[src/rtl/adder_pkg.sv]
// adder_pkg: shared definitions for the accumulator front-end.
//   ADD_WIDTH : default datapath width of the adder and accumulator
//   state_e   : control FSM states
//   ovf()     : signed-overflow detect from operand and result sign bits
package adder_pkg;

   localparam int unsigned ADD_WIDTH = 32;

   typedef enum logic [1:0] {
      IDLE  = 2'd0,
      ACCUM = 2'd1,
      DONE  = 2'd2
   } state_e;

   // Two's-complement overflow: both operands share a sign and the result does not.
   function automatic logic ovf(input logic a_msb, input logic b_msb, input logic s_msb);
      return (a_msb == b_msb) && (s_msb != a_msb);
   endfunction

endpackage

[src/rtl/PlusOperatorAdder.sv]
// PlusOperatorAdder: combinational WIDTH-bit adder with carry in/out.
//   A, B : operands
//   Cin  : carry in
//   Sum  : A + B + Cin modulo 2^WIDTH
//   Cout : carry out of the top bit
module PlusOperatorAdder #(
   parameter int unsigned WIDTH = 32
) (
   input  logic [WIDTH-1:0] A,
   input  logic [WIDTH-1:0] B,
   input  logic             Cin,
   output logic [WIDTH-1:0] Sum,
   output logic             Cout
);

   assign {Cout, Sum} = {1'b0, A} + {1'b0, B} + {{WIDTH{1'b0}}, Cin};

endmodule

[src/rtl/adder_accumulator_seq.sv]
// adder_accumulator_seq: streams signed samples through PlusOperatorAdder and
// returns the running sum of a job with sticky carry and signed-overflow flags.
//   clk, rst            : clock and synchronous active-high reset
//   start, len          : job request (sampled in IDLE) and sample count
//   in_valid, in_data   : sample stream; in_ready high while accumulating
//   out_valid/out_ready : result handshake; out_sum, out_cout, out_ovf result
//   busy                : high whenever a job is in flight or awaiting pickup
module adder_accumulator_seq
   import adder_pkg::*;
#(
   parameter int unsigned WIDTH = ADD_WIDTH,
   parameter int unsigned LEN_W = 8
) (
   input  logic             clk,
   input  logic             rst,
   input  logic             start,
   input  logic [LEN_W-1:0] len,
   input  logic             in_valid,
   input  logic [WIDTH-1:0] in_data,
   output logic             in_ready,
   output logic             out_valid,
   input  logic             out_ready,
   output logic [WIDTH-1:0] out_sum,
   output logic             out_cout,
   output logic             out_ovf,
   output logic             busy
);

   state_e state_q, state_d;

   logic [WIDTH-1:0] acc_q, acc_d;
   logic [LEN_W-1:0] rem_q, rem_d;
   logic             cout_q, cout_d;
   logic             ovf_q, ovf_d;

   logic [WIDTH-1:0] sum;
   logic             cout;
   logic             in_hs;

   // Datapath: the adder always sees acc + in_data; results are only committed on a handshake.
   PlusOperatorAdder #(
      .WIDTH (WIDTH)
   ) u_adder (
      .A    (acc_q),
      .B    (in_data),
      .Cin  (1'b0),
      .Sum  (sum),
      .Cout (cout)
   );

   assign in_hs = in_valid && in_ready;

   // State register.
   always_ff @(posedge clk) begin
      if (rst) begin
         state_q <= IDLE;
      end else begin
         state_q <= state_d;
      end
   end

   // Next-state logic.
   always_comb begin
      state_d = state_q;
      unique case (state_q)
         IDLE: begin
            if (start) begin
               state_d = (len == '0) ? DONE : ACCUM;
            end
         end
         ACCUM: begin
            if (in_hs && (rem_q == LEN_W'(1))) begin
               state_d = DONE;
            end
         end
         DONE: begin
            if (out_ready) begin
               state_d = IDLE;
            end
         end
         default: state_d = IDLE;
      endcase
   end

   // Outputs decoded from state; result fields always show the held registers.
   always_comb begin
      in_ready  = (state_q == ACCUM);
      out_valid = (state_q == DONE);
      busy      = (state_q != IDLE);
      out_sum   = acc_q;
      out_cout  = cout_q;
      out_ovf   = ovf_q;
   end

   // Accumulator, sample counter and sticky flags.
   always_comb begin
      acc_d  = acc_q;
      rem_d  = rem_q;
      cout_d = cout_q;
      ovf_d  = ovf_q;
      if ((state_q == IDLE) && start) begin
         acc_d  = '0;
         rem_d  = len;
         cout_d = 1'b0;
         ovf_d  = 1'b0;
      end else if (in_hs) begin
         acc_d  = sum;
         rem_d  = rem_q - LEN_W'(1);
         cout_d = cout_q | cout;
         ovf_d  = ovf_q | ovf(acc_q[WIDTH-1], in_data[WIDTH-1], sum[WIDTH-1]);
      end
   end

   always_ff @(posedge clk) begin
      if (rst) begin
         acc_q  <= '0;
         rem_q  <= '0;
         cout_q <= 1'b0;
         ovf_q  <= 1'b0;
      end else begin
         acc_q  <= acc_d;
         rem_q  <= rem_d;
         cout_q <= cout_d;
         ovf_q  <= ovf_d;
      end
   end

endmodule

[config.mk]
export PLATFORM = sky130hd
export DESIGN_NAME = adder_accumulator_seq
export DESIGN_NICKNAME = d
export VERILOG_FILES = /design/src/rtl/adder_pkg.sv /design/src/rtl/PlusOperatorAdder.sv /design/src/rtl/adder_accumulator_seq.sv
export SDC_FILE = /design/constraint.sdc
export NUM_CORES = 1
export LEC_CHECK = 0
export ABC_AREA = 0
export CAP_MARGIN = 20
export CORE_AREA = 2 2 87 89
export CTS_CLUSTER_DIAMETER = 150
export DETAILED_ROUTE_END_ITERATION = 16
export DIE_AREA = 0 0 89 91
export HOLD_SLACK_MARGIN = 0.1
export PLACE_DENSITY = 0.8
export SLEW_MARGIN = 5
export SYNTH_ARGS = -nofsm -noshare
export SYNTH_HDL_FRONTEND = slang
export SYNTH_SLANG_ARGS = --single-unit
[constraint.sdc]
create_clock -name clk -period 2.5 [get_ports clk]
set_input_delay 0.375 -clock clk [delete_from_list [all_inputs] [get_ports clk]]
set_output_delay 0.375 -clock clk [all_outputs]
set_load 0.05 [all_outputs]
; Word-level counts from Yosys, hierarchy flattened
; Cells that the tools add are included.
[totals]
regBits = 44
out_inout_bits = 37
[classes]
reduce_logical = 10
mux = 7
bitwise = 2
n_addsub = 2
eq_ne = 8
[ops]
columns = op, n
row1 = $add 32x32->33, 1
row2 = $mux 8, 2
row3 = $eq 8x1->1 const B, 1
row4 = $logic_not 8->1, 1
row5 = $mux 2, 4
row6 = $sub 8x1->8 const B, 1
row7 = $pmux 2 s3, 1
row8 = $logic_and 1x1->1, 4
row9 = $ne 2x1->1 const B, 2
row10 = $reduce_bool 2->1, 2
row11 = $reduce_and 3->1, 1
row12 = $eq 2x1->1 const B, 1
row13 = $eq 2x2->1 const B, 1
row14 = $logic_not 2->1, 1
row15 = $ne 2x2->1 const B, 1
row16 = $or 1x1->1, 2
row17 = $reduce_or 2->1, 1
row18 = $eq 1x1->1, 1
row19 = $ne 1x1->1, 1

; Depth between registers and ports, before layout
; Gate-level depths: netlist of run 1.
[depth]
depth_word = 5
depth_mapped = 9

; Cells and area by module
; From an unflattened synthesis of run 1, not the netlist that was laid out.
[hier_totals]
cells_unflattened = 470
hier_area_um2 = 3514.6
[modules_own_cells]
columns = module, cells_each, area_per_inst_um2, instances
row1 = adder_accumulator_seq, 225, 1775.5, 1
row2 = PlusOperatorAdder, 245, 1739.2, 1

; Worst setup path before layout of run 1
; Ideal clock, no wire load.
[synth_path]
kind = register -> register
start = reg acc_q[0], in the netlist out_sum[0]
end = reg acc_q[30], in the netlist out_sum[30]
path_buffers = 0
setup_time_ns = 0.129
slack_ns = 0.080
synth_period_minus_slack_ns = 2.420
arrival_time_ns = 2.291
stages_incl_launch_ff = 10
cell_sequence = dfxtp_1 -> ha_1 -> fa_1 -> a21oi_1 -> nor2_1 -> o311ai_2 -> a31oi_1 -> a211oi_1 -> xor2_1 -> o21ai_0
[synth_between]
elab_chain_len = 1
[synth_lines]
columns = item, line_no
row1 = from (decl), adder_accumulator_seq.sv:31  ; logic [WIDTH-1:0] acc_q, acc_d;
row2 = from (signal assigned), adder_accumulator_seq.sv:116  ; acc_q <= '0;
row3 = from (signal assigned), adder_accumulator_seq.sv:121  ; acc_q <= acc_d;
row4 = $add 32x32->33, PlusOperatorAdder.sv:16  ; assign {Cout, Sum} = {1'b0, A} + {1'b0, B} + {{WIDTH{1'b0}}, Cin};
; No other way between the ends.
; A chain may end at the register's enable or synchronous reset.

; Worst setup path after layout of run 1
[layout_path]
start = in in_data[0]
end = reg acc_q[26], in the netlist out_sum[26]
[layout_between]
elab_chain_len = 1
[layout_lines]
columns = item, line_no
row1 = from (decl), adder_accumulator_seq.sv:19  ; input logic [WIDTH-1:0] in_data,
row2 = $add 32x32->33, PlusOperatorAdder.sv:16
; No other way between the ends.

==> impl_metrics.toml, run 1 <==
[outcome]
result_of_the_run = "finished, final reports clean"

[clock_tree]
clock_sink_count = 44
htree_num_levels = 2
clk_root_buffer_cell = "sky130_fd_sc_hd__clkbuf_8"
cts_buffer_depth = 2
cts-buffers-inserted = 5
cts_tree = "done"
postCtsHoldBufs = 0
clkTransAtPathRegs_ns = 0.10
clock_insertion_delay_worst_skew_ns = 0.31

[route]
routed_wirelength_mm = 10.6
routedWlPerCell_um = 14.8
route.layer.met1.wl_mm = 4.68
met2RoutedLength_mm = 5.07
detail_route.vias_per_cell = 5.74
drtPass1Iterations = 5
total_via_count_after_detailed_routing = 4102
met3_wirelength_um = 579
top_layer_used = "met4"
detail-route-antenna-nets = 0
route.detailed.drc = 0
detailedRoute.firstIterationViolations = 239

[power_and_ir_drop]
peakVddDrop_mv = 0.296
total_switching_power_mw = 0.958
p_int_mw = 1.52
leakage_nw = 2.08
fin_total_pwr_mw = 2.48
power_frac_clock_pct = 23.9
comb_power_share_pct = 43.2
power_density_mw_per_mm2 = 493
switching_share_pct = 38.7
reg_power_share_pct = 32.9

[final_layout]
synthToLayoutAreaGrowth_pct = 41.4
drive_gt1_share_pct = 15.4
most-common-layout-cells = "sky130_fd_sc_hd__clkdlybuf4s50_1 (81), sky130_fd_sc_hd__nand2_1 (75), sky130_fd_sc_hd__buf_4 (67), sky130_fd_sc_hd__a21oi_1 (51), sky130_fd_sc_hd__dfxtp_1 (44)"
layout_commonest_cell = "sky130_fd_sc_hd__clkdlybuf4s50_1"
final_cell_count_no_fill = 715
num_antenna_cells = 0
post-route-util_pct = 70.4
layout.nets = 695

[synth]
synthCells = 483
asyncSetResetFlopFracSynth_pct = 0
synth.yosys.warnings = 0
synth_enable_flop_cells = 0
syn_area_per_cell_um2 = 7.35
synth.net_count = 563
syn-cell-area_mm2 = 0.00355
synth_sequential_area_ratio_pct = 24.8
yosys_register_bits = 44
postSynth.topFlopCell = "sky130_fd_sc_hd__dfxtp_1"
synth.lib_cells_used.distinct = 58

[critical_path]
worst-r2r-setup-slack_ns = 0.25
crit_path_max_fanout = 3
crit_path_start = "in_data[0]"
critical_path.startpoint_type = "input port"
crit_arrival_ns = 2.60
worstSetupEndpointType = "flop"
timing.reg2reg.worst_path_depth = 10
critical_path_required_ns = 2.70
crit_type = "in2reg"
rr_endpoint = "out_sum[26]"
worstReg2RegStart = "out_sum[0]"

[min_path]
worst_hold_start = "out_sum[23]"
timing.hold.worst.class = "reg2reg"
min_delay_path_depth = 2
timing.hold.worst_endpoint = "out_sum[23]"

[timing]
finalCriticalPeriod_ns = 2.40
relSlewSlack_pct = 62.0
slew_violations = 0
fin_worst_skew_ns = 0.0101
worst_pin_slew_ns = 0.568
rsz0062_at_grt = "false"
fin_hold_ws_ns = 0.483
setup_viol = 0
min_period_over_period_pct = 96.1
max_freq_mhz = 416
hold_violations = 0

[global_route]
antenna_found_initial = 0
largest_net_degree_at_the_start_of_global_routing = 18
grt.total_usage_pct = 26.1
wire_length_of_the_first_global_routing_pass_mm = 17.3
grt_overflow_total = 0
grt_pass1_vias = 3880

[place]
place.gp.congestion = 0.914
portBuffers = 81
placed_cells_incl_taps = 706
detailed_place_hpwl_mm = 8.28

[die]
floorplan_core_area_mm2 = 0.00714
io-pin-count = 82
chipWidth_um = 89
start_util_pct = 49.8
rows = 31
area_of_the_die_mm2 = 0.00810
die_height_um = 91

[job]
timing.max_cap.violations = 0
## power by group through the flow
stage / clock network [mW] / logic [mW] / registers [mW]
after floorplan: 0 / 0.548 / 0.933
after global placement: 0 / 1.03 / 0.826
after detailed placement: 0 / 1.05 / 0.830
after CTS: 0.601 / 1.06 / 0.814
after global routing: 0.622 / 1.16 / 0.824
final: 0.592 / 1.07 / 0.816
## layout make-up
cell class,instances,area (um^2)
clock buffers,5,68.8
clock inverters,3,47.5
fillers,630,2110
inverters,13,48.8
multi-input cells,403,2540
flip-flops and latches,44,881
well taps,99,124
repair buffers,148,1310
## metal layers
layer  global-route usage [%]  vias up
met3                     4.27       23
li1                         -     2008
met4                     8.83        0
met1                     32.9     1917
met5                        0        -
met2                     44.5      154
## synthesized netlist by cell type, types with 2 or more instances
library cell / count / area share, %
sky130_fd_sc_hd__nand2b_1: 3 / 0.53
sky130_fd_sc_hd__nor3b_1: 2 / 0.42
sky130_fd_sc_hd__nor4_1: 5 / 0.88
sky130_fd_sc_hd__nor2_1: 44 / 4.6
sky130_fd_sc_hd__xnor2_1: 12 / 3.0
sky130_fd_sc_hd__xor2_1: 12 / 3.0
sky130_fd_sc_hd__a21oi_1: 53 / 7.5
sky130_fd_sc_hd__or3_1: 4 / 0.70
sky130_fd_sc_hd__o21ai_0: 36 / 5.1
sky130_fd_sc_hd__o32ai_1: 2 / 0.49
sky130_fd_sc_hd__o31a_1: 2 / 0.49
sky130_fd_sc_hd__inv_1: 13 / 1.4
sky130_fd_sc_hd__a221oi_1: 4 / 0.99
sky130_fd_sc_hd__nand2_1: 75 / 7.9
sky130_fd_sc_hd__buf_2: 10 / 1.4
sky130_fd_sc_hd__o31ai_1: 4 / 0.85
sky130_fd_sc_hd__nor3_1: 9 / 1.3
sky130_fd_sc_hd__and3_1: 6 / 1.1
sky130_fd_sc_hd__mux2i_1: 2 / 0.56
sky130_fd_sc_hd__a21oi_2: 2 / 0.49
sky130_fd_sc_hd__a211oi_1: 3 / 0.63
sky130_fd_sc_hd__o21bai_1: 4 / 0.85
sky130_fd_sc_hd__o21ai_1: 2 / 0.28
sky130_fd_sc_hd__ha_1: 34 / 12
sky130_fd_sc_hd__a31oi_1: 12 / 2.1
sky130_fd_sc_hd__o311ai_2: 2 / 0.92
sky130_fd_sc_hd__a21o_1: 10 / 2.1
sky130_fd_sc_hd__nand3_1: 18 / 2.5
sky130_fd_sc_hd__clkbuf_1: 8 / 0.85
sky130_fd_sc_hd__buf_4: 2 / 0.42
sky130_fd_sc_hd__nand4_1: 7 / 1.2
sky130_fd_sc_hd__and2_1: 2 / 0.35
sky130_fd_sc_hd__nor2b_1: 5 / 0.88
sky130_fd_sc_hd__dfxtp_1: 44 / 25
sky130_fd_sc_hd__o211ai_1: 6 / 1.3
sky130_fd_sc_hd__clkbuf_2: 2 / 0.28
## kinds of logic after synthesis
kind of cell	count (synthesis)	share of synthesized area [%]
AND/OR/NAND/NOR	188	24.4
buffers and inverters	36	4.44
multiplexers	2	0.564
AO/OA/AOI/OAI	154	27.4
flip-flops	44	24.8
adder cells (fa/ha/maj)	35	12.5
XOR/XNOR	24	5.92
## repair_timing
| item | 4_1_cts | 5_1_grt |
|---|---|---|
| resized for setup | 2 | 6 |
| pin swaps | 1 | 5 |
| endpoints found under the setup margin | 3 | 13 |
| setup buffers | 1 | 0 |
## per-stage QoR
step	cell area, um^2	TNS, ns	worst slack, ns
finish	5020	0	0.0975
global placement	4870	-2.99	-0.306
detailed placement	4870	-3.90	-0.382
CTS	5010	0	0.0193
floorplan	3550	0	0.0799
global route	5020	0	0.00150
## worst max path at each step
stage | endpoint | cells past startpoint
floorplan | out_sum[30] | 9
CTS | out_sum[30] | 11
global route | out_sum[31] | 9
global placement | out_sum[30] | 10
detailed placement | out_sum[26] | 10
finish | out_sum[26] | 11
## registers in the layout, summed over array words and instances, names as in the netlist
name	cells
out_sum	32
rem_q	8
state_q	2
out_cout	1
out_ovf	1
## worst max-delay path, cell delays in order
cell	delay (ns)
sky130_fd_sc_hd__clkdlybuf4s50_1	0.41
sky130_fd_sc_hd__ha_2	0.20
sky130_fd_sc_hd__fa_2	0.35
sky130_fd_sc_hd__a21oi_2	0.18
sky130_fd_sc_hd__nor2_2	0.08
sky130_fd_sc_hd__o311ai_2	0.28
sky130_fd_sc_hd__buf_4	0.18
sky130_fd_sc_hd__a31oi_2	0.13
sky130_fd_sc_hd__a21oi_2	0.19
sky130_fd_sc_hd__xor2_1	0.16
sky130_fd_sc_hd__o21ai_0	0.09
Note: power is estimated with default switching activity, not from simulation.
==> inputs of run 2 (changes only) <==
--- a/config.mk
+++ b/config.mk
@@ -11,6 +11,7 @@
 export CTS_CLUSTER_DIAMETER = 150
 export DETAILED_ROUTE_END_ITERATION = 16
 export DIE_AREA = 0 0 89 91
+export GPL_ROUTABILITY_DRIVEN = 1
 export HOLD_SLACK_MARGIN = 0.1
 export PLACE_DENSITY = 0.8
 export SLEW_MARGIN = 5
==> results of run 2 <==
Same layout as run 1: the final DEF is identical, and so are final timing and power.
==> inputs of run 3 (changes only) <==
--- a/config.mk
+++ b/config.mk
@@ -18,3 +18,4 @@
 export SYNTH_ARGS = -nofsm -noshare
 export SYNTH_HDL_FRONTEND = slang
 export SYNTH_SLANG_ARGS = --single-unit
+export TNS_END_PERCENT = 50
==> results of run 3 <==
Same layout as run 1: the final DEF is identical, and so are final timing and power.
